==> config.mk <==
export PLATFORM = sky130hd
export DESIGN_NAME = sa_weight_addr_gen
export DESIGN_NICKNAME = d
export VERILOG_FILES = /design/src/rtl/sa_weight_addr_gen.sv
export SDC_FILE = /design/constraint.sdc
export NUM_CORES = 1
export LEC_CHECK = 0
export ABC_AREA = 1
export ABC_CLOCK_PERIOD_IN_PS = 3010
export CAP_MARGIN = 20
export CORE_ASPECT_RATIO = 1.2
export CORE_MARGIN = 4
export CORE_UTILIZATION = 50
export CTS_CLUSTER_DIAMETER = 30
export DETAILED_ROUTE_END_ITERATION = 8
export PLACE_DENSITY = 0.78
export SYNTH_ARGS = -nofsm -noshare
export SYNTH_HDL_FRONTEND = slang
export SYNTH_SLANG_ARGS = --single-unit
==> constraint.sdc <==
create_clock -name clk -period 3.01 [get_ports clk]
set_clock_uncertainty 0.05 [all_clocks]
set_input_delay 0.602 -clock clk [delete_from_list [all_inputs] [get_ports clk]]
set_output_delay 0.602 -clock clk [all_outputs]
set_load 0.02 [all_outputs]
==> src/rtl/sa_weight_addr_gen.sv <==
// sa_weight_addr_gen: walks an N x N weight tile row-major or transposed, one address per accepted beat.
// Optional back-to-back tiles without a DONE bubble when SA_WADDR_B2B_EN is defined.
module sa_weight_addr_gen #(
    parameter int N      = 3,
    parameter int ADDR_W = 6,
    parameter int CNT_W  = 4
) (
    input  logic              clk,
    input  logic              rst_n,
    input  logic              start,
    input  logic              mode,
    input  logic [ADDR_W-1:0] base_addr,
    input  logic              addr_ready,
    output logic              addr_valid,
    output logic [ADDR_W-1:0] addr,
    output logic              last,
    output logic              busy,
    output logic              done
);
    typedef enum logic [1:0] {IDLE, RUN, DONE} state_t;
    localparam int SW = ADDR_W + 1;
    localparam logic [CNT_W-1:0] MAXI = CNT_W'(N - 1);
    state_t            r_state;
    logic [CNT_W-1:0]  r_i, r_j;
    logic              r_mode;
    logic [ADDR_W-1:0] r_base;
    logic              w_fire, w_wrap, w_b2b, w_load;
    logic [CNT_W-1:0]  w_ni, w_nj;
    logic [ADDR_W-1:0] w_naddr;

    // Sum kept one bit wider than the address, then truncated: wrap is silent.
    function automatic logic [ADDR_W-1:0] tile_addr(input logic m, input logic [ADDR_W-1:0] b,
                                                    input logic [CNT_W-1:0] i, input logic [CNT_W-1:0] j);
        logic [SW-1:0] major, minor, sum;
        major = m ? SW'(i) : SW'(j);
        minor = m ? SW'(j) : SW'(i);
        sum   = SW'(b) + major * SW'(N) + minor;
        return sum[ADDR_W-1:0];
    endfunction

    always_comb begin
        w_fire  = addr_valid & addr_ready;
        w_wrap  = r_i == MAXI;
        w_ni    = w_wrap ? '0 : r_i + 1'b1;
        w_nj    = w_wrap ? r_j + 1'b1 : r_j;
        w_naddr = tile_addr(r_mode, r_base, w_ni, w_nj);
`ifdef SA_WADDR_B2B_EN
        w_b2b   = start;
`else
        w_b2b   = 1'b0;
`endif
        w_load  = (r_state == IDLE && start) || (r_state == RUN && w_fire && last && w_b2b);
    end

    assign busy = r_state != IDLE;

    always_ff @(posedge clk or negedge rst_n) begin
        if (!rst_n) begin
            r_state    <= IDLE;
            r_i        <= '0;
            r_j        <= '0;
            r_mode     <= 1'b0;
            r_base     <= '0;
            addr       <= '0;
            addr_valid <= 1'b0;
            last       <= 1'b0;
            done       <= 1'b0;
        end else begin
            done <= r_state == RUN && w_fire && last;
            if (w_load) begin
                r_state    <= RUN;
                r_mode     <= mode;
                r_base     <= base_addr;
                r_i        <= '0;
                r_j        <= '0;
                addr       <= base_addr;
                addr_valid <= 1'b1;
                last       <= 1'b0;
            end else if (r_state == RUN && w_fire && last) begin
                r_state    <= DONE;
                addr_valid <= 1'b0;
                last       <= 1'b0;
            end else if (r_state == RUN && w_fire) begin
                r_i  <= w_ni;
                r_j  <= w_nj;
                addr <= w_naddr;
                last <= (w_ni == MAXI) && (w_nj == MAXI);
            end else if (r_state == DONE) begin
                r_state <= IDLE;
            end
        end
    end
endmodule

Word level (Yosys, flattened, before mapping)
Cells that the tools add are included.
{"block": "word_totals", "reg_bits": 26, "in_bits": 11}
{"block": "classes", "add_sub_neg": 4, "n_mul": 1, "n_eq_ne": 7, "muxes": 22, "bitwise": 1, "n_reduce_logical": 12}
{"op": "4-bit two-way mux", "count": 10}
{"op": "6-bit two-way mux", "count": 3}
{"op": "4-bit by 2-bit equality test with 1-bit output, second input constant", "count": 3}
{"op": "4-bit by 1-bit adder with 4-bit output, second input constant", "count": 2}
{"op": "2-bit two-way mux", "count": 4}
{"op": "6-bit by 4-bit adder with 6-bit output", "count": 1}
{"op": "6-bit adder", "count": 1}
{"op": "4-bit by 2-bit multiplier with 6-bit output, second input constant", "count": 1}
{"op": "2-bit nonzero test", "count": 3}
{"op": "3-bit nonzero test", "count": 2}
{"op": "1-bit two-way mux", "count": 5}
{"op": "1-bit logical AND", "count": 4}
{"op": "2-bit AND reduction", "count": 2}
{"op": "3-bit by 2-bit != test with 1-bit output, second input constant", "count": 1}
{"op": "2-bit by 1-bit equality test with 1-bit output, second input constant", "count": 1}
{"op": "2-bit equality test, second input constant", "count": 1}
{"op": "2-bit zero test", "count": 1}
{"op": "2-bit != test, second input constant", "count": 1}
{"op": "1-bit AND", "count": 1}

Logic depth before layout (Yosys ltp)
Gate-level depths: netlist (run 1).
{"block": "depth", "ltp_word": 9, "ltp_mapped": 24}

Worst setup path before layout (run 1)
No wires, ideal clock.
{"block": "synth_path", "path_kind": "register -> register", "startpoint": "reg r_i[0]", "endpoint": "reg addr[5]", "setup_ns": 0.121, "t_arrival_ns": 3.128, "t_required_ns": 2.839, "slack_ns": -0.289, "stages_incl_launch_ff": 23, "period_less_slack_ns": 3.299, "path_cell_list": "dfrtp_1 -> inv_1 -> ha_1 -> nand3_2 -> buf_6 -> nand2_1 -> nand2_2 -> o21ai_2 -> nand2_1 -> nand2_1 -> inv_1 -> ha_1 -> inv_1 -> fa_1 -> inv_1 -> ha_1 -> inv_1 -> fa_1 -> nand3b_1 -> nand3_1 -> nand3_1 -> nand3_1 -> nand2_1"}
{"block": "synth_via", "elab_chain_len": 9, "word_cells_on_any_way": 12, "cone_classes": "add/sub (3); mul (1); eq/ne (1); mux (7)"}
{"element": "from (decl)", "line_no": "24", "rtl": "logic [CNT_W-1:0] r_i, r_j;"}
{"element": "from (signal assigned)", "line_no": "84", "rtl": "r_i <= w_ni;"}
{"element": "4-bit by 1-bit adder with 4-bit output or 4-bit by 2-bit equality test with 1-bit output (tied branches)", "line_no": "44, 43"}
{"element": "4-bit two-way mux (on tied branches)", "line_no": "44, 45"}
{"element": "4-bit two-way mux", "line_no": "35", "rtl": "major = m ? SW'(i) : SW'(j);"}
{"element": "4-bit by 2-bit multiplier with 6-bit output", "line_no": "37", "rtl": "sum = SW'(b) + major * SW'(N) + minor;"}
{"element": "6-bit adder", "line_no": "37"}
{"element": "6-bit by 4-bit adder with 6-bit output (*)", "line_no": "37"}
{"element": "6-bit two-way mux (*)", "line_no": "83", "rtl": "end else if (r_state == RUN && w_fire) begin"}
{"element": "6-bit two-way mux (*)", "line_no": "79", "rtl": "end else if (r_state == RUN && w_fire && last) begin"}
{"element": "6-bit two-way mux (*)", "line_no": "70", "rtl": "if (w_load) begin"}
{"element": "to (signal assigned)", "line_no": "76", "rtl": "addr <= base_addr;"}
{"element": "to (signal assigned)", "line_no": "86", "rtl": "addr <= w_naddr;"}
{"element": "to (decl)", "line_no": "15", "rtl": "output logic [ADDR_W-1:0] addr,"}
Mark *: on every way between the ends. The rest lies on a longest branch, timed or not. The select of a mux whose other input is x is not followed.
A chain may end at the register's enable or synchronous reset.

Worst setup path in the final report (run 1)
Ends and elaborated chain as after synthesis.

==> summary.txt, run 1 <==
Run status
  • Status: finished with violations
  • Failing checks: setup timing

Logic synthesis
  • Post-synth net total: 250
  • Unique cell type count in the Yosys netlist: 28
  • Cell count after synthesis: 221
  • Register bit total from synthesis: 26
  • Synth top area share: 0.372
  • Count leader, synth: nand2_1
  • EDFF count, synth: 0
  • Post-Syn Area: 1750 um2
  • Synth warn: 0
  • Fraction of registers with async set/reset: 1.00
  • Synth cell count leaders: 71 x nand2_1, 32 x inv_1, 26 x dfrtp_1
  • Top FF cell, synth: dfrtp_1
  • Area leader, netlist: dfrtp_1
  • Synth top area cells: dfrtp_1 37%, nand2_1 15%, ha_1 9.3%, inv_1 6.9%, fa_1 5.7%
  • Register area share after synthesis: 0.372
  • Synth Area per Inst: 7.90 um2

Flow run
  • Max-cap viol count: 0

Global route
  • GRT Residual Overflow: 0
  • Antenna violations before repair: 0
  • Largest net degree at the start of global routing: 27
  • GRT Total Usage: 0.215
  • First-pass GRT wire length: 7360 um
  • Vias in the first global route: around 1800

Worst setup path
  • Crit end category: flop
  • Critical Path Most Common Cell: nand2_1
  • Worst Setup Path Type: reg2reg
  • Data required time of the worst path: 3.18 ns
  • Crit path arrival time: 3.43 ns
  • Critical path buffer and inverter count: 6
  • Crit path cell chain: inv_2, ha_4, nand3_4, nand2_4, nand2_4, o21ai_2, nand2_1, nand2_1, inv_1, ha_1, inv_2, fa_1, inv_1, ha_2, inv_2, fa_2, nand3b_1, nand3_2, inv_1, nand2_1, nand3_1, nand2_1
  • Slowest cell on the critical path: fa_1
  • Worst-path fanout max: 7
  • Crit path launch type: flop
  • Slowest Stage Delay on Critical Path: around 0.45 ns
  • Family with the most delay on the worst path: adder cells

Clocking
  • CTS Buf Count: 3
  • Clk sinks: 26
  • Clock buffer depth: 2
  • Cts hold-fix bufs: 0
  • Skew-Pair Late Insertion Delay: ~0.28 ns
  • CTS root buf: clkbuf_8
  • Htree depth: 1
  • Clock transition at path regs: approximately 0.10 ns
  • CTS tree: yes

Hold path
  • HP Class: reg2reg

Timing
  • RSZ-0062 raised after global routing: true
  • Max Clk Rate: 307 MHz
  • Worst slew pin tran: 0.337 ns
  • Max Slew Vio Count: 0
  • Final setup violating endpoints: 4
  • Final WS setup: -0.248 ns
  • Final setup TNS: -0.765 ns
  • Final Cycle Share: 1.08
  • Hold Vio Cnt, Final: 0
  • Worst slew margin: 0.775
  • Period minus WS final: 3.26 ns

Floorplan
  • Core area: 3340 um2
  • Die ar.: 4510 um2
  • Die Ht: 72.7 um
  • Starting Density: 0.523
  • Io pins: 21
  • Die width: between 60 and 70 um
  • FP Rows: 23

Drt
  • Vias per inst: 5.37
  • Antenna Nets Post-Route: 0
  • Remaining DRCs: 0
  • Detailed Route Iter0 Violations: 60
  • Total length of routed wires: 4300 um
  • Wire length per cell: around 14 um
  • First-pass detailed-route iteration total: 4
  • DR vias: 1643

Cells and area
  • Number of fill cells: 252
  • Nets: 299
  • Area grow syn2layout: 35.5%
  • N_diodes: 0
  • Fraction of layout cells with a size suffix above 1: 0.268

Place
  • Port Buffer Count: 20
  • Post-Place Setup Slack: -0.275 ns
  • Routability cong.: 0.883
  • Hpwl dp: roughly 3000 um

Power
  • Maximum vdd drop: 0.000243 V
  • Power per cell area: 283 nW/um2
  • Static leakage: between 1 and 1.5 nW
  • Tot Pwr: 0.669 mW
[through the flow]
stage / area [um2] / utilization / hold WS [ns] / std cells
after floorplan: 1780 / - / 0.256 / 221
after global placement: 2180 / 0.652 / 0.418 / 298
after detailed placement: 2180 / 0.652 / 0.425 / 298
after CTS: 2280 / 0.683 / 0.451 / 304
after global routing: 2370 / 0.709 / 0.487 / 306
final: 2370 / 0.709 / 0.451 / 306
[cell usage in the layout (no fill, tap or decap), drive strengths merged]
cell type and n:
a21boi 2, a21oi 3, a22o 1, and2 1, buf 27, bufinv 1
clkbuf 3, clkdlybuf4s50 20, clkinv 1, dfrtp 26, fa 5, ha 13
inv 35, nand2 73, nand3 18, nand3b 1, nand4 3, nor2 8
o211ai 1, o21ai 18, o22ai 3, or2 1, xnor2 2, xor2 3
[worst min-delay path, delay by kind of cell, from the launching register on]
kind	cells	cell delay [ns]
AND/OR/NAND/NOR	2	0.11
flip-flops	1	0.37
[flip-flops by register name, indices dropped and copies added (netlist names)]
signal and flops:
done 1, addr 6, r_state 2, r_j 4
r_i 4, addr_valid 1, r_base 6, r_mode 1
last 1
[cell type report]
type	instances	area [um2]	share of cell area
sequential	26	651	0.275
timing repair buffer	47	407	0.172
tap	37	46.3	0.0196
inverter	36	138	0.0581
clock buffer	3	41.3	0.0174
clock inverter	1	30.0	0.0127
multi-input combinational	156	1050	0.446
[path summary, 6_finish.rpt]
check	slack (ns)	depth (start not counted)	startpoint	end
max reg2reg	-0.25	22	r_i[0]$_DFFE_PN0P_	addr[5]$_DFFE_PN0P_
min reg2reg	0.45	2	r_base[4]$_DFFE_PN0P_	r_base[4]$_DFFE_PN0P_
max	-0.25	22	r_i[0]$_DFFE_PN0P_	addr[5]$_DFFE_PN0P_
min	0.45	2	r_base[4]$_DFFE_PN0P_	r_base[4]$_DFFE_PN0P_
min in group asynchronous	0.63	2	rst_n	r_j[1]$_DFFE_PN0P_
max in group asynchronous	2.03	2	rst_n	addr[4]$_DFFE_PN0P_
[what timing repair did]
action | CTS | global route
setup buffers | 2 | 2
setup endpoints to repair | 4 | 4
resized for setup | 4 | 21
pin swaps | 4 | 15
[layer usage]
layer  global-route usage  vias up  share of wire
met1                0.259      787           0.41
met3               0.0283       17          0.037
li1                     -      802              -
met4               0.0943        0          0.029
met2                0.371       37           0.52
met5                    0        -              0
[power breakdown]
part           switching (mW)  total [mW]  internal [mW]  leakage (nW)
combinational         0.00866      0.0208         0.0122         0.862
sequential                  0       0.349          0.349         0.316
clock                   0.121       0.299          0.178        0.0357
[logic make-up after synthesis]
family | Yosys count | share of synthesized area
XOR/XNOR | 5 | 0.0251
buffers and inverters | 39 | 0.0924
adder cells (fa/ha/maj) | 18 | 0.150
AO/OA/AOI/OAI | 28 | 0.0974
AND/OR/NAND/NOR | 105 | 0.262
flip-flops | 26 | 0.372
Power figures use the tool's default switching activity.
==> run 2: changes to the inputs <==
- CORE_UTILIZATION: 50 -> 40
- CTS_CLUSTER_SIZE: unset -> 12
- PLACE_DENSITY: 0.78 -> 0.65
==> run 2 against run 1 <==
The flow still finishes with violations (setup timing). First-iteration DRC count fell by 12%. Sequential cell count unchanged. Final area rose by 1.3%. Die area up 22%. Maximum frequency down 0.66%. Cell count grew 6.5%. Register-to-register slack lost 0.02 ns. Utilization shrank 14 points. Critical path depth stayed put. Via count is 4.9% lower. Sequential power is essentially flat.
==> summary.txt, run 2 (synthesized netlist as in run 1, its figures left out) <==
Run status
  • Status: finished with violations
  • Failing checks: setup timing

Place
  • Hpwl dp: 3120 um
  • Port Buffer Count: 20
  • Post-Place Setup Slack: -0.278 ns
  • Placed cell count: 318
  • Routability cong.: ~0.86

Cells and area
  • Reg area: 651 um2
  • Regs by FF count: addr x6, r_base x6
  • Layout Cells excl Fill: 326
  • Most common cell after layout, fill and taps aside: nand2_1
  • Area grow syn2layout: 37.2%
  • Leading cell types in the layout, fill and taps excluded: 63 x nand2_1, 29 x inv_1, 28 x buf_4
  • Nets: 300
  • Multi-input gate area: 1060 um2
  • N_diodes: 0
  • Fraction of layout cells with a size suffix above 1: 0.256
  • Number of fill cells: slightly above 400

Timing
  • Final Cycle Share: 1.09
  • Final WS setup: -0.270 ns
  • RSZ-0062 raised after global routing: true
  • Max Clk Rate: 305 MHz
  • Period minus WS final: 3.28 ns
  • Max Slew Vio Count: 0
  • Worst slew margin: 0.772
  • Worst slew pin tran: 0.342 ns
  • Hold Vio Cnt, Final: 0
  • Final setup violating endpoints: 4

Worst setup path
  • Crit path launch type: flop
  • Crit end category: flop
  • Worst Setup Path Type: reg2reg
  • Slowest Stage Delay on Critical Path: between 0.4 and 0.5 ns
  • Slowest cell on the critical path: fa_1
  • Crit path arrival time: 3.45 ns
  • Crit path cell chain: inv_2, ha_4, nand3_4, nand2_2, nand2_4, o21ai_4, nand2_1, nand2_1, inv_1, ha_4, inv_2, fa_1, inv_1, ha_2, inv_2, fa_2, nand3b_1, nand3_2, inv_1, nand2_1, nand3_2, nand2_2
  • Worst-path fanout max: 8
  • Data required time of the worst path: 3.18 ns

Drt
  • Antenna Nets Post-Route: 0
  • Wire length per cell: 12.6 um
  • DR vias: 1562
  • First-pass detailed-route iteration total: 4
  • Detailed Route Iter0 Violations: 53
  • Remaining DRCs: 0
  • Total length of routed wires: between 4000 and 5000 um
  • Vias per inst: 4.79

Power
  • Maximum vdd drop: 0.000298 V
  • Static leakage: roughly 1.2 nW
  • Power per cell area: approximately 280 nW/um2

Global route
  • Antenna violations before repair: 0
  • Vias in the first global route: 1555
  • Largest net degree at the start of global routing: 27
  • GRT Residual Overflow: 0
  • First-pass GRT wire length: 7030 um
  • GRT Total Usage: 0.171

Clocking
  • CTS Buf Count: 3
  • Clock transition at path regs: ~0.090 ns
  • Clock buffer depth: 2
  • CTS root buf: clkbuf_8
  • Htree depth: 1
  • Clk sinks: 26
  • Skew-Pair Late Insertion Delay: 0.27 ns
  • CTS tree: yes

Flow run
  • Max-cap viol count: 0

Hold path
  • HP Class: reg2reg

Floorplan
  • Core area: 4230 um2
  • FP Rows: 26
  • Die Ht: roughly 80 um
  • Starting Density: 0.413
  • Io pins: 21
  • Die ar.: 5490 um2
  • Die width: 68.3 um
[run 2: through the flow]
| step | power (mW) | cell area, um2 | utilization | hold WS, ns | setup TNS [ns] |
|---|---|---|---|---|---|
| 2_1_floorplan | 0.356 | 1780 | - | 0.256 | -0.215 |
| 3_3_place_gp | 0.377 | 2210 | 0.522 | 0.421 | -0.624 |
| 3_5_place_dp | 0.377 | 2210 | 0.522 | 0.416 | -0.745 |
| 4_1_cts | 0.672 | 2320 | 0.549 | 0.450 | -0.540 |
| 5_1_grt | 0.685 | 2400 | 0.567 | 0.476 | -1.35 |
| 6_report | 0.662 | 2400 | 0.567 | 0.448 | -0.645 |
[run 2: cell type report]
type                    count  share of cell area
multi-input cells         156               0.442
flip-flops and latches     26               0.271
repair buffers             48               0.171
inverters                  36              0.0564
well taps                  56              0.0292
clock buffers               3              0.0172
clock inverters             1              0.0125
[run 2: metal layers]
layer  wire (um)  track usage  vias to the layer above
li1            -            -                      801
met1        1710        0.209                      729
met2        2200        0.302                       25
met3         117       0.0210                        7
met4          69       0.0596                        0
met5           0            0                        -
[run 2: final timing paths]
| check | start | end | slack, ns | cells past startpoint |
|---|---|---|---|---|
| max in group asynchronous | rst_n | r_j[2]$_DFFE_PN0P_ | 2.02 | 2 |
| worst max-delay path | r_i[0]$_DFFE_PN0P_ | addr[5]$_DFFE_PN0P_ | -0.27 | 22 |
| worst max register to register | r_i[0]$_DFFE_PN0P_ | addr[5]$_DFFE_PN0P_ | -0.27 | 22 |
| worst min register to register | addr[3]$_DFFE_PN0P_ | addr[3]$_DFFE_PN0P_ | 0.45 | 2 |
| worst min-delay path | addr[3]$_DFFE_PN0P_ | addr[3]$_DFFE_PN0P_ | 0.45 | 2 |
| min in group asynchronous | rst_n | addr[4]$_DFFE_PN0P_ | 0.64 | 2 |
[run 2: report_power, final]
group | total [mW] | internal, mW | leakage (nW) | switching [mW]
combinational | 0.0208 | 0.0121 | 0.854 | 0.00868
sequential | 0.349 | 0.349 | 0.316 | 0
clock | 0.292 | 0.178 | 0.0357 | 0.114
total | 0.662 | 0.539 | 1.21 | 0.122
[run 2: repair_timing]
action / 4_1_cts / 5_1_grt
setup buffers: 2 / 2
hold buffers: 0 / 0
cloned: 0 / 0
resized for setup: 6 / 12
setup endpoints to repair: 4 / 4
pin swaps: 8 / 15
[run 2: critical path, delay by kind of cell, from the launching register on]
family	cells	cell delay, ns
buffers and inverters	6	0.32
adders and majority gates	5	1.36
and+or+nand+nor	10	0.93
DFF	1	0.40
AOI/OAI and AO/OA	1	0.17
==> run 3: changes to the inputs <==
- SKIP_CTS_REPAIR_TIMING: unset -> 1
==> run 3 against run 2 <==
Global-route usage fell by 0.27 points. Register-to-register slack better by 0.02 ns. Die area stayed put. Critical path type unchanged. First-iteration DRC count is the same. Highest routed layer unchanged. Sequential cell count did not move. Sequential share of layout area rose by 0.37 points. The flow still finishes with violations (setup timing). Count of clock-buffer cells in the layout unchanged.
==> summary.txt, run 3 (synthesized netlist as in run 1, its figures left out) <==
Run status
  • Status: finished with violations
  • Failing checks: setup timing

Worst setup path
  • Crit path launch type: flop
  • Reg2reg path depth: 22
  • Reg-to-Reg Start: r_i[0]$_DFFE_PN0P_
  • Flop2flop setup slack: -0.25 ns
  • R2r endpoint: addr[5]$_DFFE_PN0P_
  • Worst Setup Path Type: reg2reg
  • Crit end category: flop
  • Data required time of the worst path: between 3 and 4 ns
  • Crit path arrival time: between 3 and 4 ns
  • Crit path from: r_i[0]$_DFFE_PN0P_
  • Worst-path fanout max: 8
  • Setup crit end: addr[5]$_DFFE_PN0P_

Timing
  • RSZ-0062 raised after global routing: true
  • Max Clk Rate: 307 MHz
  • Period minus WS final: 3.26 ns
  • Worst slew margin: 0.774
  • Final setup violating endpoints: 4
  • Final WS setup: -0.249 ns
  • Worst slew pin tran: 0.339 ns
  • Hold Vio Cnt, Final: 0
  • Final hold slack: 0.447 ns
  • Max Slew Vio Count: 0
  • Final Cycle Share: 1.08

Power
  • Tot Pwr: 0.663 mW
  • Static leakage: 1.19 nW
  • Maximum vdd drop: 0.000301 V
  • Power per cell area: 280 nW/um2

Drt
  • Detailed Route Iter0 Violations: 53
  • First-pass detailed-route iteration total: 5
  • Antenna Nets Post-Route: 0
  • DR vias: 1553
  • Vias per inst: just under 5
  • Total length of routed wires: 4100 um
  • Remaining DRCs: 0
  • Wire length per cell: 12.7 um

Hold path
  • HP Class: reg2reg

Flow run
  • Max-cap viol count: 0

Floorplan
  • FP Rows: 26
  • Die ar.: 5490 um2
  • Io pins: 21
  • Die Ht: 80.4 um
  • Die width: ~68 um
  • Starting Density: 0.413
  • Core area: ~4200 um2

Cells and area
  • Area grow syn2layout: 35.4%
  • Fraction of layout cells with a size suffix above 1: 0.247
  • Nets: around 300
  • Regs by FF count: addr x6, r_base x6
  • Layout Cells excl Fill: 323
  • Number of fill cells: 415
  • N_diodes: 0
  • Finished Cell Area: 2360 um2
  • Most common cell after layout, fill and taps aside: nand2_1
  • Layout Utilization: 0.559
  • Leading cell types in the layout, fill and taps excluded: 63 x nand2_1, 28 x inv_1, 26 x dfrtp_1

Clocking
  • CTS tree: yes
  • Clock buffer depth: 2
  • CTS Buf Count: 3
  • Clock transition at path regs: 0.09 ns
  • Htree depth: 1
  • Clk sinks: 26
  • Skew-Pair Late Insertion Delay: 0.27 ns
  • CTS root buf: clkbuf_8

Global route
  • GRT Total Usage: 0.168
  • GRT Residual Overflow: 0
  • First-pass GRT wire length: 6910 um
  • Largest net degree at the start of global routing: 27
  • Vias in the first global route: 1536
  • Antenna violations before repair: 0

Place
  • Placed Area: 2210 um2
  • Port Buffer Count: 20
  • Placed cell count: 318
  • Routability cong.: 0.864
  • Hpwl dp: about 3100 um
## run 3: changes by cell type in the layout (fill, tap and decap cells not counted)
cell,delta
buf_4,-3
inv_1,-1
inv_4,+1
nand2_2,+1
nand2_4,-1
xor2_1,+1
xor2_2,-1
## run 3: report_power, final
group | internal [mW] | total (mW) | switching, mW
Clock | 0.178 | 0.293 | 0.115
Combinational | 0.0121 | 0.0208 | 0.00863
Sequential | 0.349 | 0.349 | 0
## run 3: worst min-delay path by stage
stage,startpoint,to,slack [ns],cells after the start
final,addr[3]$_DFFE_PN0P_,addr[3]$_DFFE_PN0P_,0.45,2
after global routing,addr[3]$_DFFE_PN0P_,addr[3]$_DFFE_PN0P_,0.48,2
after CTS,addr[3]$_DFFE_PN0P_,addr[3]$_DFFE_PN0P_,0.45,2
after floorplan,rst_n,addr[0]$_DFFE_PN0P_,0.26,0
after detailed placement,addr[3]$_DFFE_PN0P_,addr[3]$_DFFE_PN0P_,0.42,2
after global placement,addr[3]$_DFFE_PN0P_,addr[3]$_DFFE_PN0P_,0.42,2
## run 3: stage by stage
stage	worst slack, ns	TNS [ns]
6_report	-0.249	-0.622
5_1_grt	-0.445	-1.39
4_1_cts	-0.317	-0.884
3_5_place_dp	-0.278	-0.745
3_3_place_gp	-0.221	-0.624
2_1_floorplan	-0.164	-0.215
## run 3: layer usage
metal	vias up	GRT usage	part of all wire
met5	-	0	0
met4	0	0.0596	0.017
met3	7	0.0210	0.028
met2	30	0.298	0.53
met1	719	0.204	0.42
li1	797	-	-
## run 3: final cells by class
type / count / area (um2) / area share
clock buffer: 3 / 41.3 / 0.0175
clock inverter: 1 / 30.0 / 0.0127
tap: 56 / 70.1 / 0.0296
sequential: 26 / 651 / 0.275
multi-input combinational: 156 / 1050 / 0.443
timing repair buffer: 45 / 388 / 0.164
inverter: 36 / 138 / 0.0582
## run 3: worst max-delay path, cell delays in order (launching register included)
cell	delay (ns)
dfrtp_1	0.40
inv_2	0.08
ha_4	0.15
nand3_4	0.13
nand2_2	0.11
nand2_2	0.08
o21ai_4	0.18
nand2_1	0.07
nand2_1	0.07
inv_2	0.04
ha_4	0.25
inv_2	0.03
fa_1	0.43
inv_1	0.07
ha_2	0.17
inv_2	0.04
fa_2	0.33
nand3b_1	0.18
nand3_2	0.08
inv_1	0.04
nand2_1	0.07
nand3_2	0.08
nand2_2	0.06
